==> src/rtl/pipe_pkg.sv <==
// Shared pipeline definitions for the memory-access stage.
//   WORD_W      : data/address word width
//   TIMEOUT     : number of WAIT cycles tolerated before a memory access is aborted
//   CNT_W       : width of the WAIT-cycle counter
//   mem_state_t : memory-access FSM states
package pipe_pkg;
  localparam int WORD_W  = 32;
  localparam int TIMEOUT = 16;
  localparam int CNT_W   = $clog2(TIMEOUT);

  typedef enum logic {
    IDLE = 1'b0,
    WAIT = 1'b1
  } mem_state_t;
endpackage

==> src/rtl/MEM_WB_Reg.sv <==
// MEM/WB pipeline register.
//   clk, rst          : clock, asynchronous active-high reset (clears everything)
//   bubble            : load a bubble (control cleared, payload held)
//   ld_rdata          : capture rdata into wb_rm_data (load completing this cycle)
//   reg_write, mem_to_reg, alu_out, rdata, wr_addr : next-stage inputs
//   wb_*              : registered outputs toward write-back
module MEM_WB_Reg
  import pipe_pkg::*;
#(
  parameter int DATA_W = WORD_W
) (
  input  logic              clk,
  input  logic              rst,
  input  logic              bubble,
  input  logic              ld_rdata,
  input  logic              reg_write,
  input  logic              mem_to_reg,
  input  logic [DATA_W-1:0] alu_out,
  input  logic [DATA_W-1:0] rdata,
  input  logic [4:0]        wr_addr,
  output logic              wb_reg_write,
  output logic              wb_mem_to_reg,
  output logic [DATA_W-1:0] wb_alu_out,
  output logic [DATA_W-1:0] wb_rm_data,
  output logic [4:0]        wb_wr_addr
);

  // MEM -> WB stage boundary
  always_ff @(posedge clk or posedge rst) begin
    if (rst) begin
      wb_reg_write  <= 1'b0;
      wb_mem_to_reg <= 1'b0;
      wb_alu_out    <= '0;
      wb_rm_data    <= '0;
      wb_wr_addr    <= '0;
    end else if (bubble) begin
      wb_reg_write  <= 1'b0;
      wb_mem_to_reg <= 1'b0;
    end else begin
      wb_reg_write  <= reg_write;
      wb_mem_to_reg <= mem_to_reg;
      wb_alu_out    <= alu_out;
      wb_wr_addr    <= wr_addr;
      if (ld_rdata) wb_rm_data <= rdata;
    end
  end

endmodule

==> src/rtl/mem_access_stage.sv <==
// Memory-access pipeline stage: issues word loads/stores to data memory,
// stalls upstream while the memory is busy, aborts after TIMEOUT WAIT
// cycles, and feeds the MEM/WB register.
//   clk, rst                                : clock, asynchronous active-high reset
//   MEM_RegWrite/MemtoReg/MemWrite          : control from EX/MEM
//   MEM_ALUOut, MEM_wmData, MEM_wrAddr      : address/result, store data, dest reg
//   dm_req, dm_we, dm_addr, dm_wdata        : data-memory request
//   dm_rdata, dm_ready                      : data-memory response
//   mem_stall                               : freeze upstream stages
//   WB_*                                    : registered write-back payload
//   align_err, bus_err                      : one-cycle error pulses
module mem_access_stage
  import pipe_pkg::*;
#(
  parameter int DATA_W = WORD_W
) (
  input  logic              clk,
  input  logic              rst,
  input  logic              MEM_RegWrite,
  input  logic              MEM_MemtoReg,
  input  logic              MEM_MemWrite,
  input  logic [DATA_W-1:0] MEM_ALUOut,
  input  logic [DATA_W-1:0] MEM_wmData,
  input  logic [4:0]        MEM_wrAddr,
  output logic              dm_req,
  output logic              dm_we,
  output logic [DATA_W-1:0] dm_addr,
  output logic [DATA_W-1:0] dm_wdata,
  input  logic [DATA_W-1:0] dm_rdata,
  input  logic              dm_ready,
  output logic              mem_stall,
  output logic              WB_RegWrite,
  output logic              WB_MemtoReg,
  output logic [DATA_W-1:0] WB_ALUOut,
  output logic [DATA_W-1:0] WB_rmData,
  output logic [4:0]        WB_wrAddr,
  output logic              align_err,
  output logic              bus_err
);

  mem_state_t       state;
  logic [CNT_W-1:0] cnt;

  logic access, aligned, misaligned, abort, bubble, ld_rdata;

  assign access     = MEM_MemtoReg | MEM_MemWrite;
  assign aligned    = (MEM_ALUOut[1:0] == 2'b00);
  assign misaligned = access & ~aligned & (state == IDLE);
  assign abort      = (state == WAIT) & ~dm_ready & (cnt == CNT_W'(TIMEOUT - 1));

  // Gated by rst so an in-flight request vanishes the moment reset is
  // applied, even though the EX/MEM inputs may still show the access.
  assign dm_req    = ~rst & ((state == WAIT) | (access & aligned));
  assign mem_stall = dm_req & ~dm_ready & ~abort;

  // Address/data come straight from EX/MEM; the stall keeps them stable.
  assign dm_we    = dm_req & MEM_MemWrite;
  assign dm_addr  = MEM_ALUOut;
  assign dm_wdata = MEM_wmData;

  // Abort and misalignment retire as bubbles; stores never write a register.
  assign bubble   = mem_stall | abort | misaligned;
  assign ld_rdata = MEM_MemtoReg & dm_req & dm_ready;

  // Access FSM, WAIT-cycle counter and registered error pulses
  always_ff @(posedge clk or posedge rst) begin
    if (rst) begin
      state     <= IDLE;
      cnt       <= '0;
      align_err <= 1'b0;
      bus_err   <= 1'b0;
    end else begin
      align_err <= misaligned;
      bus_err   <= abort;
      case (state)
        IDLE: begin
          if (mem_stall) begin
            state <= WAIT;
            cnt   <= '0;
          end
        end
        WAIT: begin
          if (dm_ready | abort) begin
            state <= IDLE;
            cnt   <= '0;
          end else begin
            cnt <= cnt + 1'b1;
          end
        end
        default: begin
          state <= IDLE;
          cnt   <= '0;
        end
      endcase
    end
  end

  MEM_WB_Reg #(.DATA_W(DATA_W)) u_mem_wb (
    .clk          (clk),
    .rst          (rst),
    .bubble       (bubble),
    .ld_rdata     (ld_rdata),
    .reg_write    (MEM_RegWrite & ~MEM_MemWrite),
    .mem_to_reg   (MEM_MemtoReg),
    .alu_out      (MEM_ALUOut),
    .rdata        (dm_rdata),
    .wr_addr      (MEM_wrAddr),
    .wb_reg_write (WB_RegWrite),
    .wb_mem_to_reg(WB_MemtoReg),
    .wb_alu_out   (WB_ALUOut),
    .wb_rm_data   (WB_rmData),
    .wb_wr_addr   (WB_wrAddr)
  );

endmodule
==> config.mk <==
export PLATFORM = sky130hd
export DESIGN_NAME = mem_access_stage
export DESIGN_NICKNAME = d
export VERILOG_FILES = /design/src/rtl/pipe_pkg.sv /design/src/rtl/MEM_WB_Reg.sv /design/src/rtl/mem_access_stage.sv
export SDC_FILE = /design/constraint.sdc
export NUM_CORES = 1
export LEC_CHECK = 0
export BUFFER_PORTS_ARGS = -buffer_cell sky130_fd_sc_hd__buf_4
export CAP_MARGIN = 0
export CORE_AREA = 2 2 97 99
export CTS_CLUSTER_DIAMETER = 60
export DETAILED_ROUTE_END_ITERATION = 7
export DIE_AREA = 0 0 99 101
export PLACE_DENSITY = 0.79
export SYNTH_ARGS = -nofsm -noshare
export SYNTH_HDL_FRONTEND = slang
export SYNTH_HIERARCHICAL = 1
export SYNTH_SLANG_ARGS = --single-unit
==> constraint.sdc <==
create_clock -name clk -period 2.8 [get_ports clk]
set_input_delay 0.7 -clock clk [delete_from_list [all_inputs] [get_ports clk]]
set_output_delay 0.7 -clock clk [all_outputs]
set_load 0.05 [all_outputs]
==> flow_metrics.py, run 1 <==
metrics = {
    "outcome": {
        "status": "completed",
    },
    "logic_synthesis": {
        "avgSynthCellArea_um2": 14.2,
        "synth-main-ff-cell": "dfrtp_1",
        "synthTopCellsByCount": "dfrtp_1 (78), buf_4 (66), mux2_2 (40)",
        "ys_types": 27,
        "ys_seq_area_share_pct": 53.4,
        "synth_top_cell_by_area": "dfrtp_1",
        "synth_nets": 365,
        "synth_top_area_share_pct": 53.4,
        "asyncSetResetFlopFracSynth_pct": 100,
        "ys_ff_latch": 78,
        "syn_area_mm2": 0.00366,
        "postSynthCellCount": 257,
        "synthMostInstantiatedCell": "dfrtp_1",
        "synth_edf_count": 0,
        "yosys_warnings": 6,
        "synth.top_cells.by_area": "dfrtp_1 (53%), buf_4 (14%), mux2_2 (12%)",
    },
    "cells_and_area": {
        "final_nets": 492,
        "antenna_cells": 0,
        "regArea_mm2": 0.00195,
        "top_regs": "u_mem_wb/wb_alu_out x32, u_mem_wb/wb_rm_data x32, u_mem_wb/wb_wr_addr x5",
        "fin_util_pct": 54.8,
        "area_growth_pct": 34.5,
        "final_cell_area_mm2": 0.00492,
        "fillCellCount": 747,
        "drive_gt1_share_pct": 73.0,
        "multi_input_area_mm2": 0.00117,
    },
    "cts": {
        "post_cts_buffers": 0,
        "post_cts_resized": 0,
        "cts_buffers": 9,
        "cts-htree-levels": 3,
        "ctsHoldBuffers": 0,
        "clock_latency_ns": 0.35,
        "cts_max_path_buffers": 2,
        "cts_sinks": 78,
        "cts.clk_slew.worst_paths_ns": 0.09,
        "cts_root_buf": "clkbuf_8",
        "cts_tree": "yes",
    },
    "die": {
        "rows": 35,
        "dieHeight_um": 101,
        "io_pins": 247,
        "start_util_pct": 40.7,
        "design.core.area_mm2": 0.00898,
        "die_x_um": 99,
        "die_area_mm2": 0.0100,
    },
    "setup_path": {
        "arrival_ns": 1.67,
        "cp-start-kind": "primary input",
        "crit_type": "in -> out",
        "required_ns": 2.10,
        "worst_setup_path_end_kind": "primary output",
        "crit_fanout": 6,
    },
    "pwr": {
        "p_comb_share_pct": 45.0,
        "clockPowerShare_pct": 19.8,
        "vdd_ir_drop_max_v": 0.000397,
        "p_leak_nw": 2.45,
        "intPower_mw": 2.51,
        "switching_power_mw": 1.83,
        "netSwitchingFraction_pct": 42.2,
        "powerDensity_mw_per_mm2": 883,
        "power_frac_seq_pct": 35.1,
    },
    "detailed_routing": {
        "postRouteWirelength_mm": 7.76,
        "drtPass1Iterations": 4,
        "drtAntennaViolNets": 0,
        "drt-initial-drc-count": 33,
        "drc": 0,
        "via_count": 2377,
        "viasPerCell": 4.75,
        "wire_per_inst_um": 15.5,
    },
    "place": {
        "postPlaceCellArea_mm2": 0.00472,
        "placement.io_buffers": 182,
        "dpl.hpwl_mm": 5.96,
        "finalWeightedCongestion": 0.815,
    },
    "sta": {
        "relSlewSlack_pct": 66.8,
        "rsz0062_at_grt": "no",
        "fin_skew_ns": 0.0147,
        "setup_viol": 0,
        "timing.final.crit_share_pct": 84.8,
        "finalCriticalPeriod_ns": 2.37,
        "slew_violations": 0,
        "fin_tns_setup_ns": 0,
        "finalHoldViolCount": 0,
        "worst_slew_pin_slew_ns": 0.498,
        "fmax_ghz": 0.421,
    },
    "grt": {
        "grtUsageTotal_pct": 14.9,
        "antenna_found_initial": 0,
        "grt_pass1_vias": 2435,
        "overflow": 0,
        "grt_max_degree": 40,
        "grt_first_pass_wirelength_mm": 11.8,
    },
    "hold_path": {
        "min_path_type": "in -> async",
    },
    "run": {
        "maxCapViolations": 0,
    },
}
[layer usage]
| layer | global-route usage, % | vias up | wire (µm) |
|---|---|---|---|
| met5 | 0 | - | 0 |
| met4 | 4.64 | 0 | 99 |
| met3 | 5.62 | 16 | 797 |
| met2 | 25.9 | 147 | 4030 |
| met1 | 17.1 | 1150 | 2830 |
| li1 | - | 1064 | - |
[cells by family after synthesis]
kind of cell	count (synthesis)	share of synthesized area (%)
DFF	78	53.4
buffers and inverters	75	15.4
muxes	70	24.6
and+or+nand+nor	25	4.21
AOI/OAI and AO/OA	8	2.02
adders and majority gates	1	0.342
[power groups by stage]
stage / clock [mW] / sequential, mW / combinational, mW
after floorplan: 0 / 2.39 / 0.645
after CTS: 0.896 / 1.53 / 1.97
after global placement: 0 / 1.54 / 1.94
final: 0.862 / 1.53 / 1.95
after detailed placement: 0 / 1.54 / 1.97
after global routing: 0.949 / 1.56 / 2.03
[layout by cell type (no fill, tap or decap), types with 2 or more instances in the layout]
| cell type | instances |
|---|---|
| nand3_1 | 2 |
| clkbuf_8 | 9 |
| nor2b_1 | 5 |
| a221o_1 | 2 |
| buf_12 | 2 |
| buf_4 | 187 |
| clkinv_2 | 2 |
| nor3_1 | 3 |
| nor2_1 | 4 |
| mux2_4 | 30 |
| dfrtp_1 | 78 |
| nand2_1 | 2 |
| inv_6 | 3 |
| mux2_2 | 40 |
[metrics by stage]
| step | instances | setup WS, ns | power [mW] | hold slack (ns) |
|---|---|---|---|---|
| 2_1_floorplan | 257 | 0.268 | 3.03 | 0.497 |
| 3_3_place_gp | 484 | 0.374 | 3.48 | 0.488 |
| 3_5_place_dp | 484 | 0.286 | 3.51 | 0.495 |
| 4_1_cts | 500 | 0.412 | 4.39 | 0.346 |
| 5_1_grt | 500 | 0.310 | 4.53 | 0.356 |
| 6_report | 500 | 0.427 | 4.34 | 0.346 |
[path summary, 6_finish.rpt]
kind / from / endpoint / slack [ns] / depth (start not counted)
setup reg to reg: cnt[0]$_DFFE_PP0P_ / u_mem_wb/wb_rm_data[2]$_DFFE_PP0P_ / 0.71 / 7
hold reg to reg: u_mem_wb/wb_alu_out[8]$_DFFE_PP0N_ / u_mem_wb/wb_alu_out[8]$_DFFE_PP0N_ / 0.51 / 1
min in group clk: u_mem_wb/wb_alu_out[8]$_DFFE_PP0N_ / u_mem_wb/wb_alu_out[8]$_DFFE_PP0N_ / 0.51 / 1
max in group asynchronous: rst / u_mem_wb/wb_alu_out[8]$_DFFE_PP0N_ / 1.73 / 3
hold / removal: rst / bus_err$_DFF_PP0_ / 0.35 / 2
setup / recovery: MEM_MemtoReg / dm_req / 0.43 / 6
[worst max-delay path: stages]
cell and delay (ns):
buf_4 0.12, or2_1 0.26, a21oi_1 0.16, buf_4 0.18
nor2_1 0.06, buf_4 0.19
[layout make-up]
cell class	instances	area share (%)
Clock buffer	9	2.52
Clock inverter	7	1.58
Inverter	2	0.153
Multi-Input combinational cell	104	23.9
Sequential cell	78	39.7
Tap cell	111	2.82
Timing Repair Buffer	189	29.4
(Power assumes the default switching activity.)
==> run 2, diff against run 1 <==
==> constraint.sdc (replaced) <==
create_clock -name clk -period 2.2 [get_ports clk]
set_input_delay 0.55 -clock clk [delete_from_list [all_inputs] [get_ports clk]]
set_output_delay 0.55 -clock clk [all_outputs]
set_load 0.05 [all_outputs]
==> flow_metrics.py, run 2 (synthesized netlist as in run 1, its figures left out) <==
metrics = {
    "detailed_routing": {
        "postRouteWirelength_mm": 8.03,
        "drt-initial-drc-count": 40,
        "wire_per_inst_um": 15.9,
        "drtPass1Iterations": 7,
        "viasPerCell": 4.70,
        "via_count": 2376,
        "drtAntennaViolNets": 0,
        "drc": 0,
    },
    "sta": {
        "fin_tns_setup_ns": 0,
        "fin_ws_ns": 0.0804,
        "finalHoldViolCount": 0,
        "rsz0062_at_grt": "no",
        "worst_slew_pin_slew_ns": 0.397,
        "fmax_ghz": 0.472,
        "relSlewSlack_pct": 73.5,
        "finalCriticalPeriod_ns": 2.12,
        "setup_viol": 0,
        "fin_skew_ns": 0.0111,
        "timing.final.crit_share_pct": 96.3,
        "slew_violations": 0,
        "fin_hold_ws_ns": 0.220,
    },
    "setup_path": {
        "endpoint": "mem_stall",
        "crit_fanout": 4,
        "cp-start-kind": "primary input",
        "reg2reg_depth": 7,
        "worst_setup_path_end_kind": "primary output",
        "startpoint": "MEM_ALUOut[1]",
        "crit_path_top_delay_cell": "buf_4",
        "crit_type": "in -> out",
        "critical_path_cell_count": 7,
        "critPathMaxStageDelay_ns": 0.23,
        "cp_cell_sequence": "buf_4, nor2_8, a21oi_1, buf_4, buf_4, nor4_4, buf_4",
        "cpMostUsedCell": "buf_4",
        "r2r-end": "u_mem_wb/wb_rm_data[11]$_DFFE_PP0P_",
        "required_ns": 1.65,
        "cp_top_family": "buffers and inverters",
        "arrival_ns": 1.57,
        "regToRegSetupSlack_ns": 0.31,
        "cp_num_buf_inv": 4,
        "r2r_start": "cnt[0]$_DFFE_PP0P_",
    },
    "die": {
        "die_x_um": 99,
        "design.core.area_mm2": 0.00898,
        "rows": 35,
        "dieHeight_um": 101,
        "die_area_mm2": 0.0100,
        "io_pins": 247,
        "start_util_pct": 40.7,
    },
    "cts": {
        "cts_root_buf": "clkbuf_8",
        "cts_tree": "yes",
        "cts_buffers": 9,
        "cts_sinks": 78,
        "ctsHoldBuffers": 0,
        "cts-htree-levels": 3,
        "cts.clk_slew.worst_paths_ns": 0.09,
        "cts_max_path_buffers": 2,
        "clock_latency_ns": 0.34,
    },
    "cells_and_area": {
        "drive_gt1_share_pct": 73.9,
        "antenna_cells": 0,
        "top_regs": "u_mem_wb/wb_alu_out x32, u_mem_wb/wb_rm_data x32, u_mem_wb/wb_wr_addr x5",
        "final_cell_mix": "buf_4 (191), dfrtp_1 (77), mux2_2 (40), mux2_4 (30), clkbuf_8 (9)",
        "final_nets": 498,
        "layout_commonest_cell": "buf_4",
        "area_growth_pct": 36.9,
        "fillCellCount": 752,
    },
    "pwr": {
        "powerDensity_mw_per_mm2": 1110,
        "power_mw": 5.54,
        "vdd_ir_drop_max_v": 0.000561,
        "p_leak_nw": 2.47,
    },
    "place": {
        "place_worst_setup_slack_ns": 0.0372,
        "placement.io_buffers": 182,
        "finalWeightedCongestion": 0.750,
        "dpl.hpwl_mm": 6.11,
    },
    "run": {
        "maxCapViolations": 0,
    },
    "outcome": {
        "status": "completed",
    },
    "grt": {
        "grt_pass1_vias": 2540,
        "overflow": 0,
        "grtUsageTotal_pct": 15.8,
        "grt_max_degree": 72,
        "antenna_found_initial": 0,
        "grt_first_pass_wirelength_mm": 12.5,
    },
    "hold_path": {
        "min_path_type": "in -> async",
    },
}
[run 2: worst min path at each step]
| stage | start | endpoint | slack [ns] | cells after the start |
|---|---|---|---|---|
| global placement | u_mem_wb/wb_alu_out[20]$_DFFE_PP0N_ | u_mem_wb/wb_alu_out[20]$_DFFE_PP0N_ | 0.49 | 1 |
| finish | rst | bus_err$_DFF_PP0_ | 0.22 | 2 |
| floorplan | rst | align_err$_DFF_PP0_ | 0.48 | 2 |
| detailed placement | u_mem_wb/wb_alu_out[17]$_DFFE_PP0N_ | u_mem_wb/wb_alu_out[17]$_DFFE_PP0N_ | 0.49 | 1 |
| CTS | rst | bus_err$_DFF_PP0_ | 0.20 | 2 |
| global route | rst | bus_err$_DFF_PP0_ | 0.21 | 2 |
[run 2: routing by layer]
layer,track usage [%],wire length [µm],up-vias
li1,-,-,1072
met1,17.3,2870,1148
met2,28.5,4270,134
met3,4.65,718,22
met4,6.95,167,0
met5,0,0,-
[run 2: report_power, final]
group	leakage (nW)	total, mW	switching, mW	internal [mW]
sequential	0.958	1.95	0.196	1.76
combinational	1.41	2.52	1.60	0.921
clock	0.101	1.07	0.535	0.533
[run 2: repair_timing]
| item | CTS | global route |
|---|---|---|
| pin swaps | 0 | 1 |
| buffers inserted | 0 | 2 |
| gates resized for setup | 1 | 3 |
| endpoints found under the setup margin | 1 | 1 |
| endpoints found under the hold margin | 0 | 0 |
[run 2: worst reg2reg max path, stage by stage, from the launching register on]
cell,delay [ns]
dfrtp_1,0.41
ha_2,0.22
nand3_2,0.11
o32a_1,0.20
o31ai_4,0.11
nor2b_4,0.22
buf_12,0.20
mux2_4,0.31
[run 2: stage by stage]
| step | utilization [%] | cell area, µm² | std cells |
|---|---|---|---|
| after floorplan | - | 3670 | 257 |
| after global routing | 55.7 | 5000 | 506 |
| after global placement | 53.2 | 4770 | 488 |
| final | 55.7 | 5000 | 506 |
| after detailed placement | 53.2 | 4770 | 488 |
| after CTS | 55.4 | 4980 | 504 |
[run 2: area by class of cell]
| type | count | area (µm²) | area share [%] |
|---|---|---|---|
| inverter | 2 | 11.3 | 0.225 |
| timing repair buffer | 195 | 1510 | 30.2 |
| clock buffer | 10 | 128 | 2.55 |
| clock inverter | 6 | 70.1 | 1.40 |
| sequential | 78 | 1950 | 39.0 |
| multi-input combinational | 104 | 1190 | 23.8 |
| tap | 111 | 139 | 2.77 |
==> run 3, diff against run 2 <==
==> constraint.sdc (replaced) <==
create_clock -name clk -period 2.28 [get_ports clk]
set_input_delay 0.57 -clock clk [delete_from_list [all_inputs] [get_ports clk]]
set_output_delay 0.57 -clock clk [all_outputs]
set_load 0.05 [all_outputs]
==> flow_metrics.py, run 3 (synthesized netlist as in run 1, its figures left out) <==
metrics = {
    "outcome": {
        "status": "completed",
    },
    "setup_path": {
        "arrival_ns": 1.65,
        "crit_fanout": 4,
        "critPathMaxStageDelay_ns": 0.43,
        "worst_setup_path_end_kind": "primary output",
        "cp_top_family": "simple AND/OR/NAND/NOR gates",
        "crit_path_top_delay_cell": "dfrtp_1",
        "required_ns": 1.71,
        "crit_type": "reg -> out",
        "cp-start-kind": "flip-flop",
        "cp_cell_sequence": "ha_4, nand3_4, nor2_1, nor4_2, buf_4",
        "cp_num_buf_inv": 1,
    },
    "die": {
        "die_area_mm2": 0.0100,
        "dieHeight_um": 101,
        "design.core.area_mm2": 0.00898,
        "io_pins": 247,
        "start_util_pct": 40.7,
        "die_x_um": 99,
        "rows": 35,
    },
    "sta": {
        "slew_violations": 0,
        "fmax_ghz": 0.450,
        "fin_hold_ws_ns": 0.228,
        "relSlewSlack_pct": 73.9,
        "fin_tns_setup_ns": 0,
        "finalCriticalPeriod_ns": 2.22,
        "setup_viol": 0,
        "fin_skew_ns": 0.0139,
        "fin_ws_ns": 0.0556,
        "timing.final.crit_share_pct": 97.6,
        "finalHoldViolCount": 0,
        "worst_slew_pin_slew_ns": 0.392,
    },
    "grt": {
        "grt_max_degree": 72,
        "grtUsageTotal_pct": 15.5,
        "grt_first_pass_wirelength_mm": 12.1,
        "grt_pass1_vias": 2423,
        "overflow": 0,
        "antenna_found_initial": 0,
    },
    "place": {
        "finalWeightedCongestion": 0.798,
        "place_worst_setup_slack_ns": 0.0756,
        "placement.io_buffers": 182,
        "postPlaceCellArea_mm2": 0.00471,
        "dpl.hpwl_mm": 5.94,
        "place_inst": 483,
    },
    "cells_and_area": {
        "area_growth_pct": 35.9,
        "fin_util_pct": 55.3,
        "top_regs": "u_mem_wb/wb_alu_out x32, u_mem_wb/wb_rm_data x32, u_mem_wb/wb_wr_addr x5",
        "fin_cells": 501,
        "final_cell_area_mm2": 0.00497,
        "final_nets": 493,
        "layout_commonest_cell": "buf_4",
        "antenna_cells": 0,
        "drive_gt1_share_pct": 73.6,
        "final_cell_mix": "buf_4 (188), dfrtp_1 (78), mux2_2 (40), mux2_4 (30), clkbuf_8 (11)",
    },
    "cts": {
        "cts_sinks": 78,
        "clock_latency_ns": 0.34,
        "cts_max_path_buffers": 2,
        "cts.clk_slew.worst_paths_ns": 0.09,
        "cts_root_buf": "clkbuf_8",
        "cts_buffers": 9,
        "cts_tree": "yes",
        "ctsHoldBuffers": 0,
        "cts-htree-levels": 3,
    },
    "detailed_routing": {
        "drt-initial-drc-count": 40,
        "drc": 0,
        "via_count": 2351,
        "drtPass1Iterations": 4,
        "drtAntennaViolNets": 0,
        "wire_per_inst_um": 15.7,
        "viasPerCell": 4.69,
        "postRouteWirelength_mm": 7.88,
    },
    "pwr": {
        "powerDensity_mw_per_mm2": 1090,
        "vdd_ir_drop_max_v": 0.000505,
        "power_mw": 5.41,
        "p_leak_nw": 2.45,
    },
    "run": {
        "maxCapViolations": 0,
    },
    "hold_path": {
        "min_path_type": "in -> async",
    },
}
## run 3: changes by cell type in the layout (fill, tap and decap cells not counted), moves of 2 or more
cell | before | now
clkbuf_8 | 9 | 11
buf_12 | 4 | 2
buf_4 | 191 | 188
clkinv_4 | 3 | 0
inv_6 | 1 | 3
## run 3: cell type report
cell class              instances  area (µm²)
clock buffers                  11         151
clock inverters                 5        63.8
fillers                       756        4010
inverters                       2        11.3
multi-input cells             104        1200
flip-flops and latches         78        1950
well taps                     111         139
repair buffers                190        1450
## run 3: per-layer routing
metal  part of all wire (%)  global-route usage, %  wire length, µm  vias to the layer above
met3                    9.1                   4.58              717                       25
met5                      0                      0                0                        -
met1                     36                   18.1             2850                     1133
met4                    2.7                   7.48              212                        0
li1                       -                      -                -                     1060
met2                     52                   26.1             4100                      133
## run 3: timing repair
item	CTS	global route
resized for setup	1	3
endpoints found under the setup margin	1	1
pin swaps	1	2
buffers inserted	0	2
## run 3: where the power goes
| part | internal, mW | switching (mW) |
|---|---|---|
| combinational | 0.887 | 1.54 |
| sequential | 1.69 | 0.180 |
| clock | 0.578 | 0.531 |
| total | 3.16 | 2.25 |
## run 3: path summary, 6_finish.rpt
| path | from | end | slack [ns] | cells after the start |
|---|---|---|---|---|
| worst max-delay path | cnt[0]$_DFFE_PP0P_ | mem_stall | 0.06 | 5 |
| worst min-delay path | rst | align_err$_DFF_PP0_ | 0.23 | 2 |
| worst max register to register | cnt[0]$_DFFE_PP0P_ | u_mem_wb/wb_rm_data[22]$_DFFE_PP0P_ | 0.41 | 7 |
| worst min register to register | u_mem_wb/wb_alu_out[24]$_DFFE_PP0N_ | u_mem_wb/wb_alu_out[24]$_DFFE_PP0N_ | 0.51 | 1 |
| max in group asynchronous | rst | u_mem_wb/wb_alu_out[24]$_DFFE_PP0N_ | 1.57 | 3 |
| min in group clk | dm_rdata[29] | u_mem_wb/wb_rm_data[29]$_DFFE_PP0P_ | 0.45 | 2 |
